$ cat config.mk
export PLATFORM = sky130hd
export DESIGN_NAME = rr_mux4_arbiter
export DESIGN_NICKNAME = d
export VERILOG_FILES = /design/src/rtl/rr_mux4_arbiter_pkg.sv /design/src/rtl/rr_mux4_arbiter_pick4.sv /design/src/rtl/rr_mux4_arbiter.sv
export SDC_FILE = /design/constraint.sdc
export NUM_CORES = 1
export LEC_CHECK = 0
export BUFFER_PORTS_ARGS = -buffer_cell sky130_fd_sc_hd__buf_2
export CELL_PAD_IN_SITES_DETAIL_PLACEMENT = 1
export CELL_PAD_IN_SITES_GLOBAL_PLACEMENT = 1
export CORE_MARGIN = 5
export CORE_UTILIZATION = 43
export CTS_CLUSTER_SIZE = 30
export DETAILED_ROUTE_END_ITERATION = 10
export GPL_ROUTABILITY_DRIVEN = 0
export GPL_TIMING_DRIVEN = 0
export PLACE_DENSITY = 0.76
export SYNTH_ARGS = -nofsm -noshare
export SYNTH_HDL_FRONTEND = slang
export SYNTH_SLANG_ARGS = --single-unit
$ cat constraint.sdc
create_clock -name clk -period 2.4 [get_ports clk]
set_input_delay 0.36 -clock clk [delete_from_list [all_inputs] [get_ports clk]]
set_output_delay 0.36 -clock clk [all_outputs]
set_load 0.05 [all_outputs]
$ cat src/rtl/rr_mux4_arbiter_pkg.sv
// rr_mux4_arbiter_pkg: shared state encoding and sizes for the round-robin mux4 arbiter
package rr_mux4_arbiter_pkg;
    localparam int REQ_N = 4;
    localparam int SEL_W = 2;
    typedef enum logic {ST_IDLE = 1'b0, ST_GRANT = 1'b1} state_t;
endpackage

$ cat src/rtl/rr_mux4_arbiter_pick4.sv
// rr_pick4: first set request bit searching from ptr upward (mod 4)
module rr_pick4
    import rr_mux4_arbiter_pkg::*;
(
    input  logic [REQ_N-1:0] req,
    input  logic [SEL_W-1:0] ptr,
    output logic             valid,
    output logic [SEL_W-1:0] idx,
    output logic [REQ_N-1:0] onehot
);
    logic [2*REQ_N-1:0] dbl;
    logic [REQ_N-1:0]   rot;
    logic [SEL_W-1:0]   off;
    // rotate so bit 0 is the highest-priority requester
    always_comb begin
        dbl    = {req, req} >> ptr;
        rot    = dbl[REQ_N-1:0];
        off    = rot[0] ? 2'd0 : rot[1] ? 2'd1 : rot[2] ? 2'd2 : 2'd3;
        valid  = |req;
        idx    = ptr + off;
        onehot = valid ? REQ_N'(1) << idx : '0;
    end
endmodule

$ cat src/rtl/rr_mux4_arbiter.sv
// rr_mux4_arbiter: round-robin owner of a shared 4:1 32-bit mux with bounded bursts
module rr_mux4_arbiter
    import rr_mux4_arbiter_pkg::*;
#(
    parameter int MAX_HOLD = 8,
    localparam int CNT_W = $clog2(MAX_HOLD + 1)
) (
    input  logic             clk,
    input  logic             reset,
    input  logic [REQ_N-1:0] req,
    input  logic [REQ_N-1:0] last,
    input  logic             ready,
    output logic [REQ_N-1:0] grant,
    output logic [SEL_W-1:0] select,
    output logic             valid,
    output logic             busy
);
    state_t             state, state_n;
    logic [REQ_N-1:0]   grant_n, idle_oh, rel_oh;
    logic [SEL_W-1:0]   select_n, ptr, ptr_n, idle_idx, rel_idx, rel_ptr;
    logic [CNT_W-1:0]   beat_cnt, cnt_n;
    logic               busy_n, idle_v, rel_v, beat, hit, rel;

    assign rel_ptr = select + 2'd1;

    rr_pick4 u_idle_pick (.req(req), .ptr(ptr), .valid(idle_v), .idx(idle_idx), .onehot(idle_oh));
    // the releasing owner is masked out so it cannot win its own handoff
    rr_pick4 u_rel_pick (.req(req & ~grant), .ptr(rel_ptr), .valid(rel_v), .idx(rel_idx), .onehot(rel_oh));

    always_comb begin
        valid    = busy & req[select];
        beat     = valid & ready;
        hit      = beat_cnt == CNT_W'(MAX_HOLD - 1);
        rel      = state == ST_GRANT && (!req[select] || (beat && (last[select] || hit)));
        state_n  = state;
        grant_n  = grant;
        select_n = select;
        busy_n   = busy;
        cnt_n    = beat_cnt;
        ptr_n    = ptr;
        if (state == ST_IDLE) begin
            if (idle_v) begin
                state_n  = ST_GRANT;
                select_n = idle_idx;
                grant_n  = idle_oh;
                busy_n   = 1'b1;
                cnt_n    = '0;
            end
        end else if (rel) begin
            ptr_n = rel_ptr;
            cnt_n = '0;
            if (rel_v) begin
                select_n = rel_idx;
                grant_n  = rel_oh;
            end else begin
                state_n = ST_IDLE;
                grant_n = '0;
                busy_n  = 1'b0;
            end
        end else if (beat) begin
            cnt_n = beat_cnt + 1'b1;
        end
    end

    always_ff @(posedge clk or posedge reset) begin
        if (reset) begin
            state    <= ST_IDLE;
            grant    <= '0;
            select   <= '0;
            busy     <= 1'b0;
            beat_cnt <= '0;
            ptr      <= '0;
        end else begin
            state    <= state_n;
            grant    <= grant_n;
            select   <= select_n;
            busy     <= busy_n;
            beat_cnt <= cnt_n;
            ptr      <= ptr_n;
        end
    end
endmodule

==> impl_results.md <==
* Critical path cell sequence: nand2b_4 -> a21oi_1 -> a311oi_1 -> a21oi_1 -> ha_2 -> inv_1 -> o221a_2 -> o211ai_2 -> o211ai_1 -> mux2_2
* Static Leak at 0.686 nW
* Final setup TNS at 0 ps
* Syn_nets at 157
* Largest net degree at the start of global routing at 15
* Cell Int Power at 1.12 mW
* Buffers on Ports at 18
* Fin. max-slew vios at 0
* Crit. End Element: flip-flop
* Htree depth at 1
* Startpoint types: flip-flop
* Vias per cell at 5.98
* Core Area at 2810 sq um
* Total power per unit cell area at 1550 nW/um^2
* CTS Sinks at 14
* Vias after detailed routing at 1185
* Seq cells post-synth at 14
* Worst Setup Path Type: flip-flop to flip-flop
* WL final at 3660 um
* First-pass GRT wire length at 6170 um
* Worst skew pair latency at 280 ps
* Crit path DAT at 2440 ps
* Setup Skew at 4.16 ps
* Layout area overhead at 17.4%
* Io pins at 19
* Net switching power at 1.21 mW
* Initial antenna violation count at 0
* Area of the multi-input gates at 870 sq um
* FILL cells at 345
* Combinational share of power at 72.2%
* Total power draw at 2.34 mW
* Clock group share of total power at 7.7%
* Mapped Cells at 143
* Max_slew headroom at 61.9%
* Async set or reset register ratio after synthesis at 100%
* Die width at 64.6 um
* Sequential fraction of the synthesis area at 27.4%
* Fmax at 0.442 GHz
* Post-synth EDFFs at 0
* CP max stage delay at 480 ps
* Ys Warns at 0
* Sw frac at 52.0%
* Die area at 4170 sq um
* Sequential cell area at 355 sq um
* WL per Instance at 18.5 um
* Average size of a mapped cell at 8.95 sq um
* Grt ovf at 0
* Final Hold Viols at 0
* Post-layout minimum cycle time at 2260 ps
* Dpl hpwl at 2830 um
* Crit-path leading delay family: compound AO/OA/AOI/OAI gates
* M1 WL at 1630 um
* Tightest Pin Transition at 568 ps
* Hold Path Class: input pin to asynchronous set/reset pin
* Starting Density at 45.6%
* Yosys cell types at 52
* Most frequent CP cell: a21oi_1
* Site Rows at 19
* Routed wl met2 at 1930 um
* CP bufs+invs at 1
* Register-to-register setup slack at 140 ps
* MaxCap Viol Count at 0
* Met3 wire len at 73 um
* CTS tree: yes
* VDD IR max at 0.537 mV
* CP Max Fanout at 10
* Sequential power share at 20.1%
* Die H at 64.6 um
* Clock Path Buffers at 2
* Final setup violation count at 0
* Root buf cell: clkbuf_4
* Vias in the first global route at 1272
* Share of layout cells above drive strength 1 at 37.1%
* CTS buffer count at 3
* NumNets Final at 182
* Crit share post-route at 94.3%
* # diodes at 0
* Starting DRT DRC Count at 35
* GRT Util Overall at 19.1%
* Clk pin slew, worst setup/hold paths at 100 ps
* Drt pass-1 iters at 4
* WP data required at 2580 ps
* Area of the mapped netlist at 1280 sq um
* # DRC at 0
* Primary FF master, synth: dfrtp_1
* Slowest cell on crit path: dfrtp_2
* Status: finished, final reports clean
* Top Layer Used: met4
* Antenna viol nets, final at 0
-- final timing paths --
| check | startpoint | depth (start not counted) | endpoint |
|---|---|---|---|
| setup / recovery | ptr[1]$_DFFE_PP0P_ | 10 | grant[1]$_DFFE_PP0P_ |
| hold / removal | reset | 2 | ptr[1]$_DFFE_PP0P_ |
| setup reg to reg | ptr[1]$_DFFE_PP0P_ | 10 | grant[1]$_DFFE_PP0P_ |
| hold reg to reg | beat_cnt[1]$_DFFE_PP0P_ | 2 | beat_cnt[1]$_DFFE_PP0P_ |
| max in group asynchronous | reset | 2 | select[0]$_DFFE_PP0P_ |
| min in group clk | beat_cnt[1]$_DFFE_PP0P_ | 2 | beat_cnt[1]$_DFFE_PP0P_ |
-- sequential cells by signal, indices dropped and copies added (netlist names) --
signal	count
beat_cnt	4
busy	1
grant	4
ptr	2
select	2
state	1
-- power groups by stage --
stage | clock network, mW | logic (mW) | registers (mW)
3_3_place_gp | 0 | 1.56 | 0.441
3_5_place_dp | 0 | 1.62 | 0.453
4_1_cts | 0.184 | 1.63 | 0.450
2_1_floorplan | 0 | 1.08 | 0.618
6_report | 0.179 | 1.69 | 0.471
5_1_grt | 0.201 | 1.85 | 0.488
-- cell type report --
cell class,count,area share [%]
Inverter,10,2.50
Tap cell,31,2.58
Timing Repair Buffer,21,7.49
Multi-Input combinational cell,112,57.9
Buffer,6,3.50
Sequential cell,14,23.6
Clock buffer,4,2.41
-- repair_timing --
action                                  CTS  global route
hold buffers                              0             0
resized for setup                         1            14
setup buffers                             0             3
endpoints found under the setup margin    1             2
pin swaps                                 0             2
-- cell usage after synthesis, types with 4 or more instances --
cell | number | share of area [%]
dfrtp_1 | 14 | 27
nand2_1 | 13 | 3.8
nor2_1 | 13 | 3.8
inv_1 | 10 | 2.9
nand2b_1 | 7 | 3.4
nand3_1 | 6 | 2.3
o21ai_0 | 6 | 2.3
nor2b_1 | 4 | 2.0
o211ai_1 | 4 | 2.3
-- layer usage --
layer | vias to the layer above | GRT usage (%)
met5 | - | 0
met4 | 0 | 3.96
met3 | 4 | 3.45
met2 | 16 | 36.0
met1 | 592 | 22.7
li1 | 573 | -
-- through the flow --
stage	worst slack, ps	hold slack (ps)	utilization [%]	std cells	instance area (sq um)
after floorplan	83.8	249	-	143	1280
after global placement	-193	429	50.2	192	1410
after detailed placement	-316	454	50.2	192	1410
after CTS	37.3	146	51.6	196	1450
after global routing	-29.8	158	53.6	198	1500
final	136	113	53.6	198	1500
-- placed cells by master (no fill, tap or decap), types with 4 or more instances in the layout --
| cell type | count |
|---|---|
| nand3_1 | 6 |
| nand2_1 | 13 |
| dfrtp_2 | 4 |
| o211ai_1 | 4 |
| o21ai_0 | 4 |
| nand2b_1 | 6 |
| buf_2 | 19 |
| inv_1 | 10 |
| or2b_4 | 4 |
| dfrtp_1 | 10 |
| buf_4 | 6 |
| nor2_1 | 13 |
-- cells by family after synthesis --
logic type               after synthesis  share of synthesized area [%]
AND/OR/NAND/NOR                       65                           28.7
AO/OA/AOI/OAI                         36                           24.1
XOR/XNOR                               1                          0.684
multiplexers                           7                           8.70
buffers and inverters                 17                           7.43
flip-flops                            14                           27.4
adder cells (fa/ha/maj)                3                           2.93
Note: power is estimated with default switching activity, not from simulation.
